File: src/rtl/conv1_pkg.sv
// Shared constants and state encoding for the Convolution 1 layer sequencer.
package conv1_pkg;

  localparam int IMG_W  = 28;
  localparam int K      = 5;
  localparam int OUT_W  = IMG_W - K + 1;
  localparam int KTAPS  = K * K;

  typedef enum logic [2:0] {
    IDLE,
    LOAD_K,
    CONV,
    DRAIN,
    DONE
  } state_e;

endpackage

File: src/rtl/conv1_win_addr.sv
// Window walker: r/c/kr/kc counters with incremental image and output addresses.
// img_addr_o always shows the tap currently being issued; flags decode that tap.
module conv1_win_addr
  import conv1_pkg::*;
(
  input  logic       clk,
  input  logic       reset,
  input  logic       init_i,
  input  logic       step_i,
  output logic [9:0] img_addr_o,
  output logic [9:0] out_addr_o,
  output logic       first_o,
  output logic       last_o,
  output logic       final_o
);

  // Address deltas for moving to the next kernel row, next window, next output row.
  localparam logic [9:0] ROW_STEP = 10'(IMG_W - K + 1);
  localparam logic [9:0] WIN_SPAN = 10'((K - 1) * IMG_W + (K - 1));
  localparam logic [9:0] NEXT_ROW = 10'(IMG_W - OUT_W + 1);

  logic [4:0] r_q, r_d, c_q, c_d;
  logic [2:0] kr_q, kr_d, kc_q, kc_d;
  logic [9:0] img_q, img_d, oa_q, oa_d;
  logic       kc_end, kr_end, c_end, r_end;

  assign kc_end = (kc_q == 3'(K - 1));
  assign kr_end = (kr_q == 3'(K - 1));
  assign c_end  = (c_q == 5'(OUT_W - 1));
  assign r_end  = (r_q == 5'(OUT_W - 1));

  always_comb begin
    r_d   = r_q;
    c_d   = c_q;
    kr_d  = kr_q;
    kc_d  = kc_q;
    img_d = img_q;
    oa_d  = oa_q;
    if (init_i) begin
      r_d   = '0;
      c_d   = '0;
      kr_d  = '0;
      kc_d  = '0;
      img_d = '0;
      oa_d  = '0;
    end else if (step_i) begin
      if (!kc_end) begin
        kc_d  = kc_q + 3'd1;
        img_d = img_q + 10'd1;
      end else if (!kr_end) begin
        kc_d  = '0;
        kr_d  = kr_q + 3'd1;
        img_d = img_q + ROW_STEP;
      end else begin
        kc_d = '0;
        kr_d = '0;
        oa_d = oa_q + 10'd1;
        if (!c_end) begin
          c_d   = c_q + 5'd1;
          img_d = img_q - WIN_SPAN + 10'd1;
        end else begin
          c_d   = '0;
          r_d   = r_q + 5'd1;
          img_d = img_q - WIN_SPAN + NEXT_ROW;
        end
      end
    end
  end

  always_ff @(posedge clk or posedge reset) begin
    if (reset) begin
      r_q   <= '0;
      c_q   <= '0;
      kr_q  <= '0;
      kc_q  <= '0;
      img_q <= '0;
      oa_q  <= '0;
    end else begin
      r_q   <= r_d;
      c_q   <= c_d;
      kr_q  <= kr_d;
      kc_q  <= kc_d;
      img_q <= img_d;
      oa_q  <= oa_d;
    end
  end

  assign img_addr_o = img_q;
  assign out_addr_o = oa_q;
  assign first_o    = (kr_q == 3'd0) && (kc_q == 3'd0);
  assign last_o     = kr_end && kc_end;
  assign final_o    = r_end && c_end && kr_end && kc_end;

endmodule

File: src/rtl/conv1_layer_ctrl.sv
// Convolution 1 layer sequencer: kernel load, window sweep, MAC strobes and
// output writes, with memory read latency absorbed by MEM_LAT-deep shift registers.
module conv1_layer_ctrl
  import conv1_pkg::*;
#(
  parameter int K1_BASE = 25,
  parameter int MEM_LAT = 1
) (
  input  logic       clk,
  input  logic       reset,
  input  logic       start,
  output logic [5:0] k_addr0,
  output logic [5:0] k_addr1,
  output logic       k_load_en,
  output logic [4:0] k_load_idx,
  output logic [9:0] img_addr,
  output logic       mac_valid,
  output logic       mac_clear,
  output logic       mac_last,
  output logic       out_we,
  output logic [9:0] out_addr,
  output logic       busy,
  output logic       done
);

  state_e state_q, state_d;

  logic [5:0]              k_addr0_q, k_addr1_q;
  logic [MEM_LAT-1:0]      kv_q, mv_q, mf_q, ml_q;
  logic [MEM_LAT-1:0][4:0] ki_q;
  logic [MEM_LAT-1:0][9:0] oa_q;
  logic                    out_we_q, busy_q, done_q;
  logic [9:0]              out_addr_q;
  logic [9:0]              win_img_addr, win_out_addr;
  logic                    win_first, win_last, win_final;
  logic                    accept, issue_k, issue_c, k_end, pipe_empty;

  assign accept     = (state_q == IDLE) && start;
  assign issue_k    = (state_q == LOAD_K);
  assign issue_c    = (state_q == CONV);
  assign k_end      = (k_addr0_q == 6'(KTAPS - 1));
  assign pipe_empty = (mv_q == '0) && !out_we_q;

  conv1_win_addr u_win (
    .clk        (clk),
    .reset      (reset),
    .init_i     (accept),
    .step_i     (issue_c && !win_final),
    .img_addr_o (win_img_addr),
    .out_addr_o (win_out_addr),
    .first_o    (win_first),
    .last_o     (win_last),
    .final_o    (win_final)
  );

  always_comb begin
    state_d = state_q;
    case (state_q)
      IDLE:    if (start) state_d = LOAD_K;
      LOAD_K:  if (k_end) state_d = CONV;
      CONV:    if (win_final) state_d = DRAIN;
      DRAIN:   if (pipe_empty) state_d = DONE;
      DONE:    state_d = IDLE;
      default: state_d = IDLE;
    endcase
  end

  always_ff @(posedge clk or posedge reset) begin
    if (reset) begin
      state_q    <= IDLE;
      k_addr0_q  <= '0;
      k_addr1_q  <= 6'(K1_BASE);
      kv_q       <= '0;
      mv_q       <= '0;
      mf_q       <= '0;
      ml_q       <= '0;
      ki_q       <= '0;
      oa_q       <= '0;
      out_we_q   <= 1'b0;
      out_addr_q <= '0;
      busy_q     <= 1'b0;
      done_q     <= 1'b0;
    end else begin
      state_q <= state_d;
      busy_q  <= (state_d == LOAD_K) || (state_d == CONV) || (state_d == DRAIN);
      done_q  <= (state_d == DONE);
      if (accept) begin
        k_addr0_q <= '0;
        k_addr1_q <= 6'(K1_BASE);
      end else if (issue_k && !k_end) begin
        k_addr0_q <= k_addr0_q + 6'd1;
        k_addr1_q <= k_addr1_q + 6'd1;
      end
      // Issue-time flags enter stage 0; stage MEM_LAT-1 lines up with read data.
      kv_q[0] <= issue_k;
      ki_q[0] <= k_addr0_q[4:0];
      mv_q[0] <= issue_c;
      mf_q[0] <= issue_c && win_first;
      ml_q[0] <= issue_c && win_last;
      oa_q[0] <= win_out_addr;
      for (int i = 1; i < MEM_LAT; i++) begin
        kv_q[i] <= kv_q[i-1];
        ki_q[i] <= ki_q[i-1];
        mv_q[i] <= mv_q[i-1];
        mf_q[i] <= mf_q[i-1];
        ml_q[i] <= ml_q[i-1];
        oa_q[i] <= oa_q[i-1];
      end
      out_we_q <= ml_q[MEM_LAT-1];
      if (ml_q[MEM_LAT-1]) out_addr_q <= oa_q[MEM_LAT-1];
    end
  end

  assign k_addr0    = k_addr0_q;
  assign k_addr1    = k_addr1_q;
  assign k_load_en  = kv_q[MEM_LAT-1];
  assign k_load_idx = ki_q[MEM_LAT-1];
  assign img_addr   = win_img_addr;
  assign mac_valid  = mv_q[MEM_LAT-1];
  assign mac_clear  = mf_q[MEM_LAT-1];
  assign mac_last   = ml_q[MEM_LAT-1];
  assign out_we     = out_we_q;
  assign out_addr   = out_addr_q;
  assign busy       = busy_q;
  assign done       = done_q;

endmodule
File: config.mk
export PLATFORM = sky130hd
export DESIGN_NAME = conv1_layer_ctrl
export DESIGN_NICKNAME = d
export VERILOG_FILES = /design/src/rtl/conv1_pkg.sv /design/src/rtl/conv1_win_addr.sv /design/src/rtl/conv1_layer_ctrl.sv
export SDC_FILE = /design/constraint.sdc
export NUM_CORES = 1
export LEC_CHECK = 0
export CELL_PAD_IN_SITES_DETAIL_PLACEMENT = 0
export CELL_PAD_IN_SITES_GLOBAL_PLACEMENT = 1
export CORE_ASPECT_RATIO = 1.25
export CORE_UTILIZATION = 30
export DETAILED_ROUTE_END_ITERATION = 12
export GPL_TIMING_DRIVEN = 0
export PLACE_DENSITY = 0.66
export SETUP_SLACK_MARGIN = 0.1
export SYNTH_ARGS = -nofsm -noshare
export SYNTH_HDL_FRONTEND = slang
export SYNTH_SLANG_ARGS = --single-unit
export TNS_END_PERCENT = 100
File: constraint.sdc
create_clock -name clk -period 3 [get_ports clk]
set_input_delay 0.75 -clock clk [delete_from_list [all_inputs] [get_ports clk]]
set_output_delay 0.75 -clock clk [all_outputs]
set_load 0.005 [all_outputs]
# == Yosys cells after proc, flatten, opt, wreduce, memory -nomap -nowiden ==
# Index checks and enable logic that the tools add are counted.
# op_classes
n_addsub,12
eq_ne,12
muxes,35
bitwise_logic,1
reduce_logical,27
# op_table
operator,n
$mux 10,9
$mux 5,10
$mux 3,11
$add 10x1->10 const B,3
$mux 6,4
$add 6x1->6 const B,2
$eq 3x2->1 const B,4
$pmux 3 s4,1
$logic_and 1x1->1,11
$add 10x3->10 const B,1
$add 10x5->10 const B,1
$add 5x1->5 const B,2
$eq 5x5->1 const B,2
$reduce_bool 2->1,5
$sub 10x7->10 const B,1
$eq 3x3->1 const B,3
$logic_not 3->1,3
$add 3x1->3 const B,2
$eq 3x1->1 const B,2
$eq 6x5->1 const B,1
$reduce_and 4->1,1
$logic_not 1->1,3
$reduce_and 3->1,1
$logic_or 1x1->1,2
other kinds (2),2
# word_totals
ff_bits,83
input_bits,3
output_inout_bits,44

# == Logic depth before layout (Yosys ltp) ==
# depth
ltp_word,9
depth_mapped,10

# == Modules after synthesis ==
# Synthesis repeated with hierarchy kept, for this count alone.
# unflattened
cells_unflattened,420
hier_area_um2,4219.0
# modules_own_cells
mod,instances,cells_per_inst,area_per_inst_um2
conv1_win_addr,1,286,2446.1
conv1_layer_ctrl,1,134,1773.0

# == Worst setup path after synthesis ==
# OpenSTA, ideal clock, no wires.
# synth_timing
path_type,register to register
startpoint,register u_win.c_q[0]
endpoint,register u_win.img_q[5] (netlist: u_win.img_addr_o[5])
arrival_time_ps,2295
t_required_ps,2917
setup_slack_ps,622
path_stages_with_launch,11
n_path_buf,1
period_less_slack_ps,2378
cell_sequence,dfrtp_1 -> ha_1 -> and4b_1 -> buf_2 -> ha_1 -> a31oi_1 -> nor3_1 -> xnor2_1 -> a21oi_1 -> or3_1 -> o21ai_0
# synth_between
elab_chain_len,7
elab_cells_between_ends,12
# synth_rtl
element,line,source
from (decl),conv1_win_addr.sv:22,"logic [4:0] r_q, r_d, c_q, c_d;"
from (signal assigned),conv1_win_addr.sv:73,c_q <= '0;
from (signal assigned),conv1_win_addr.sv:80,c_q <= c_d;
$eq 5x5->1 *,conv1_win_addr.sv:29,assign c_end = (c_q == 5'(OUT_W - 1));
branches (longest 6 deep; another with $mux 10),-,
to (signal assigned),conv1_win_addr.sv:83,img_q <= img_d;
to (decl),conv1_win_addr.sv:24,"logic [9:0] img_q, img_d, oa_q, oa_d;"
# Mark *: on every way between the ends. The select of a mux whose other input is x is not followed.
# A chain may end at the register's enable or synchronous reset.

# == Final worst setup path ==
# Same ends and word-level chain as after synthesis.

==> results by group <==
Global route
  • Largest net degree at the start of global routing: 47
  • Total track usage: 14.7%
  • GR Overflow Total: 0
  • Antenna violations before repair: 0
  • First-pass GRT wire length: 16400 um
  • Number of global-route vias before repair: 3180

Die
  • I/O Pins: 47
  • Die area: 14300 um^2
  • Die Wd: 107 um
  • Core area: 13300 um^2
  • Die Height: 133 um
  • Rows: 47
  • Starting Density: 31.1%

Timing
  • Hold Vio Cnt, Final: 0
  • Skew final: 0.0100 ns
  • Final Slew Violations: 0
  • Hold slack: 0.389 ns
  • RSZ-0062 raised after global routing: false
  • F_max: 372 MHz
  • Tmin final: 2.69 ns
  • Final period utilization: 89.7%
  • Worst-Margin Slew: 0.916 ns
  • Relative slew slack: 38.8%
  • Setup violations, final: 0

Synth
  • Main combinational cell family by area after synthesis: simple AND/OR/NAND/NOR gates
  • Synth Area in Compound Gates: 14.4%
  • Yosys reg bits: 83
  • Largest area contributor in the netlist: dfrtp_1
  • Distinct cells, synth: 56
  • Synth area leaders: dfrtp_1 48%, ha_1 5.1%, xor2_1 5.1%, nand2_1 3.9%, nor2_1 3.6%
  • Most frequent cell after synthesis: dfrtp_1
  • Most frequent cells after synthesis: 80 x dfrtp_1, 43 x nand2_1, 40 x nor2_1, 25 x a21oi_1, 24 x xor2_1
  • Post-synth EDFFs: 0
  • Mapped Area: 4150 um^2
  • Synthesis warning total: 0
  • Top_reg_cell synth: dfrtp_1
  • Asr flop ratio synth: 100%
  • Simple-gate area share of the yosys netlist: 17.7%
  • Synthesized netlist net count: 430
  • Cell count after synthesis: 410
  • Adder-Cell Fraction of Synth Area: 5.13%
  • Top cell type's share of synthesized area: 48.3%
  • Syn Area/Cell: 10.1 um^2
  • Seq/Total Area, Yosys: 50.2%
  • Multiplexer area fraction after synthesis: 2.99%
  • Post-Synth XOR/XNOR Area: 6.33%

Worst setup path
  • R2R Path End: u_win.img_addr_o[5]
  • Crit. End Element: flop
  • Arr. time, crit path: 2.93 ns
  • Startpoint types: flop
  • R2R Path Start: u_win.c_q[0]
  • Worst Path Class, Setup: reg2reg
  • Critical path required time: 3.23 ns
  • Reg2Reg Depth: 10
  • Reg2reg setup slack: 0.31 ns
  • Critical path peak fanout: 7

Clock network
  • CTS max path bufs: 2
  • Worst-path clk slew: 0.07 ns
  • Post_cts resized: 0
  • Sink Count: 83
  • H-tree Lvls: 3
  • Post-CTS setup buffer count: 0
  • CTS buffer count: 9
  • Hold_buf cts: 0
  • CTS tree: built
  • Clk root buf: clkbuf_16
  • Clk_lat worst skew: 0.34 ns

Layout
  • Fill count: 1335
  • FF/Latch Area: 2080 um^2
  • Final Core Density: 38.8%
  • Antenna Cells: 0
  • Nets: 488
  • Final Instance Count excl. Fillers: 644
  • Multi-input logic area: 1940 um^2
  • Post-route cell area: 5180 um^2
  • Area delta synth->final: 24.8%
  • Fraction of layout instances using a drive strength above 1: 10.6%

Hold path
  • HP Class: reg2reg
  • Hold wc startpoint: u_win.out_addr_o[9]
  • Hold depth: 0
  • Endpoint, Worst Hold: oa_q[9]

Pwr
  • Leak: 2.22 nW
  • Int Pwr: 2.39 mW
  • Combinational Power Share: 24.2%
  • Peak supply drop: 0.000307 V
  • Sw Ratio: 30.9%
  • Sequential fraction of design power: 42.6%
  • Psw: 1.07 mW
  • Clock power share: 33.2%
  • Power Density: 668 nW/um^2

Place
  • Number of port buffers: 46
  • Placer's final routability congestion estimate: 0.829
  • Placed Area: 4850 um^2
  • Detailed placement HPWL: 6780 um
  • Post-Place Cells: 628

Drt
  • Drt first pass iters: 4
  • DRC Markers: 0
  • Drt wl/cell: 15.0 um
  • Vias per cell: 5.07
  • Routed WL: 9660 um
  • Vias: 3265
  • Post-route ant nets: 0
  • Detailed Route Iter0 Violations: 206

Outcome
  • Status: finished, final reports clean

Run
  • MaxCap Viol Count: 0
-- area by class of cell --
type | instances | share of cell area, %
well taps | 171 | 4.13
clock inverters | 7 | 1.72
inverters | 15 | 1.14
multi-input cells | 293 | 37.5
repair buffers | 47 | 9.43
clock buffers | 9 | 4.35
flip-flops and latches | 83 | 40.2
plain buffers | 19 | 1.52
-- state kept, by name, summed over array words and instances, names as in the netlist, 3 cells and up --
signal,count
u_win.r_q,5
u_win.img_addr_o,10
u_win.kr_q,3
u_win.c_q,5
k_addr1,6
oa_q,10
state_q,3
k_addr0,6
u_win.out_addr_o,10
k_load_idx,5
out_addr,10
u_win.kc_q,3
-- worst max-delay path by stage --
| stage | from | endpoint | slack (ns) | cells after the start |
|---|---|---|---|---|
| after floorplan | reset | busy | 0.12 | 1 |
| after global placement | reset | u_win.img_addr_o[6] | -1.29 | 2 |
| after detailed placement | start | k_addr1[0] | -0.01 | 5 |
| after CTS | u_win.c_q[0] | u_win.img_addr_o[5] | 0.14 | 10 |
| after global routing | u_win.img_addr_o[2] | u_win.img_addr_o[9] | 0.16 | 9 |
| final | u_win.c_q[0] | u_win.img_addr_o[5] | 0.31 | 10 |
-- metrics by stage --
step	power, mW	worst slack (ns)	TNS, ns
after floorplan	1.92	0.118	0
after global placement	2.31	-1.29	-104.11
after detailed placement	2.34	-0.0126	-0.0188
after CTS	3.51	0.139	0
after global routing	3.67	0.157	0
final	3.46	0.309	0
-- metal layers --
layer	vias to the layer above	routed length (um)	global-route usage, %
met4	0	179	5.40
li1	1583	-	-
met2	68	4850	24.2
met1	1599	4340	19.4
met3	15	291	2.54
met5	-	0	0
-- worst max-delay path, stage by stage (launching register included) --
cell and delay (ns):
dfrtp_1 0.41, ha_1 0.24, and4b_1 0.20, buf_2 0.17
ha_1 0.35, a31oi_1 0.14, nor3_2 0.36, xnor2_1 0.17
a21oi_1 0.09, or3_1 0.32, o21ai_0 0.12
-- layout by cell type, fill, tap and decap left out, types with 5 or more instances in the layout --
cell type,netlist,final
mux2_2,11,11
inv_1,15,14
ha_1,17,17
o21ai_0,19,19
xor2_1,24,24
nor2_1,40,40
nor3_1,10,9
or3_1,5,5
nand2_1,43,43
clkbuf_16,0,9
buf_2,6,6
dfrtp_1,80,80
clkbuf_1,13,13
clkdlybuf4s50_1,0,46
nand3_1,16,16
nand4_1,12,12
a31oi_1,8,8
a21oi_1,25,24
o22ai_1,5,5
xnor2_1,6,6
-- cell families after synthesis --
| kind of cell | count (synthesis) |
|---|---|
| fa+ha+maj | 17 |
| buf+inv | 34 |
| simple gates | 149 |
| mux | 11 |
| flops | 83 |
| xor+xnor | 30 |
| compound gates | 86 |
-- power by group through the flow --
stage | Combinational [mW] | Sequential [mW] | Clock, mW
after global placement | 0.817 | 1.49 | 0
final | 0.836 | 1.47 | 1.15
after CTS | 0.851 | 1.48 | 1.17
after detailed placement | 0.845 | 1.50 | 0
after global routing | 0.937 | 1.51 | 1.22
after floorplan | 0.441 | 1.47 | 0
(Power assumes the default switching activity.)
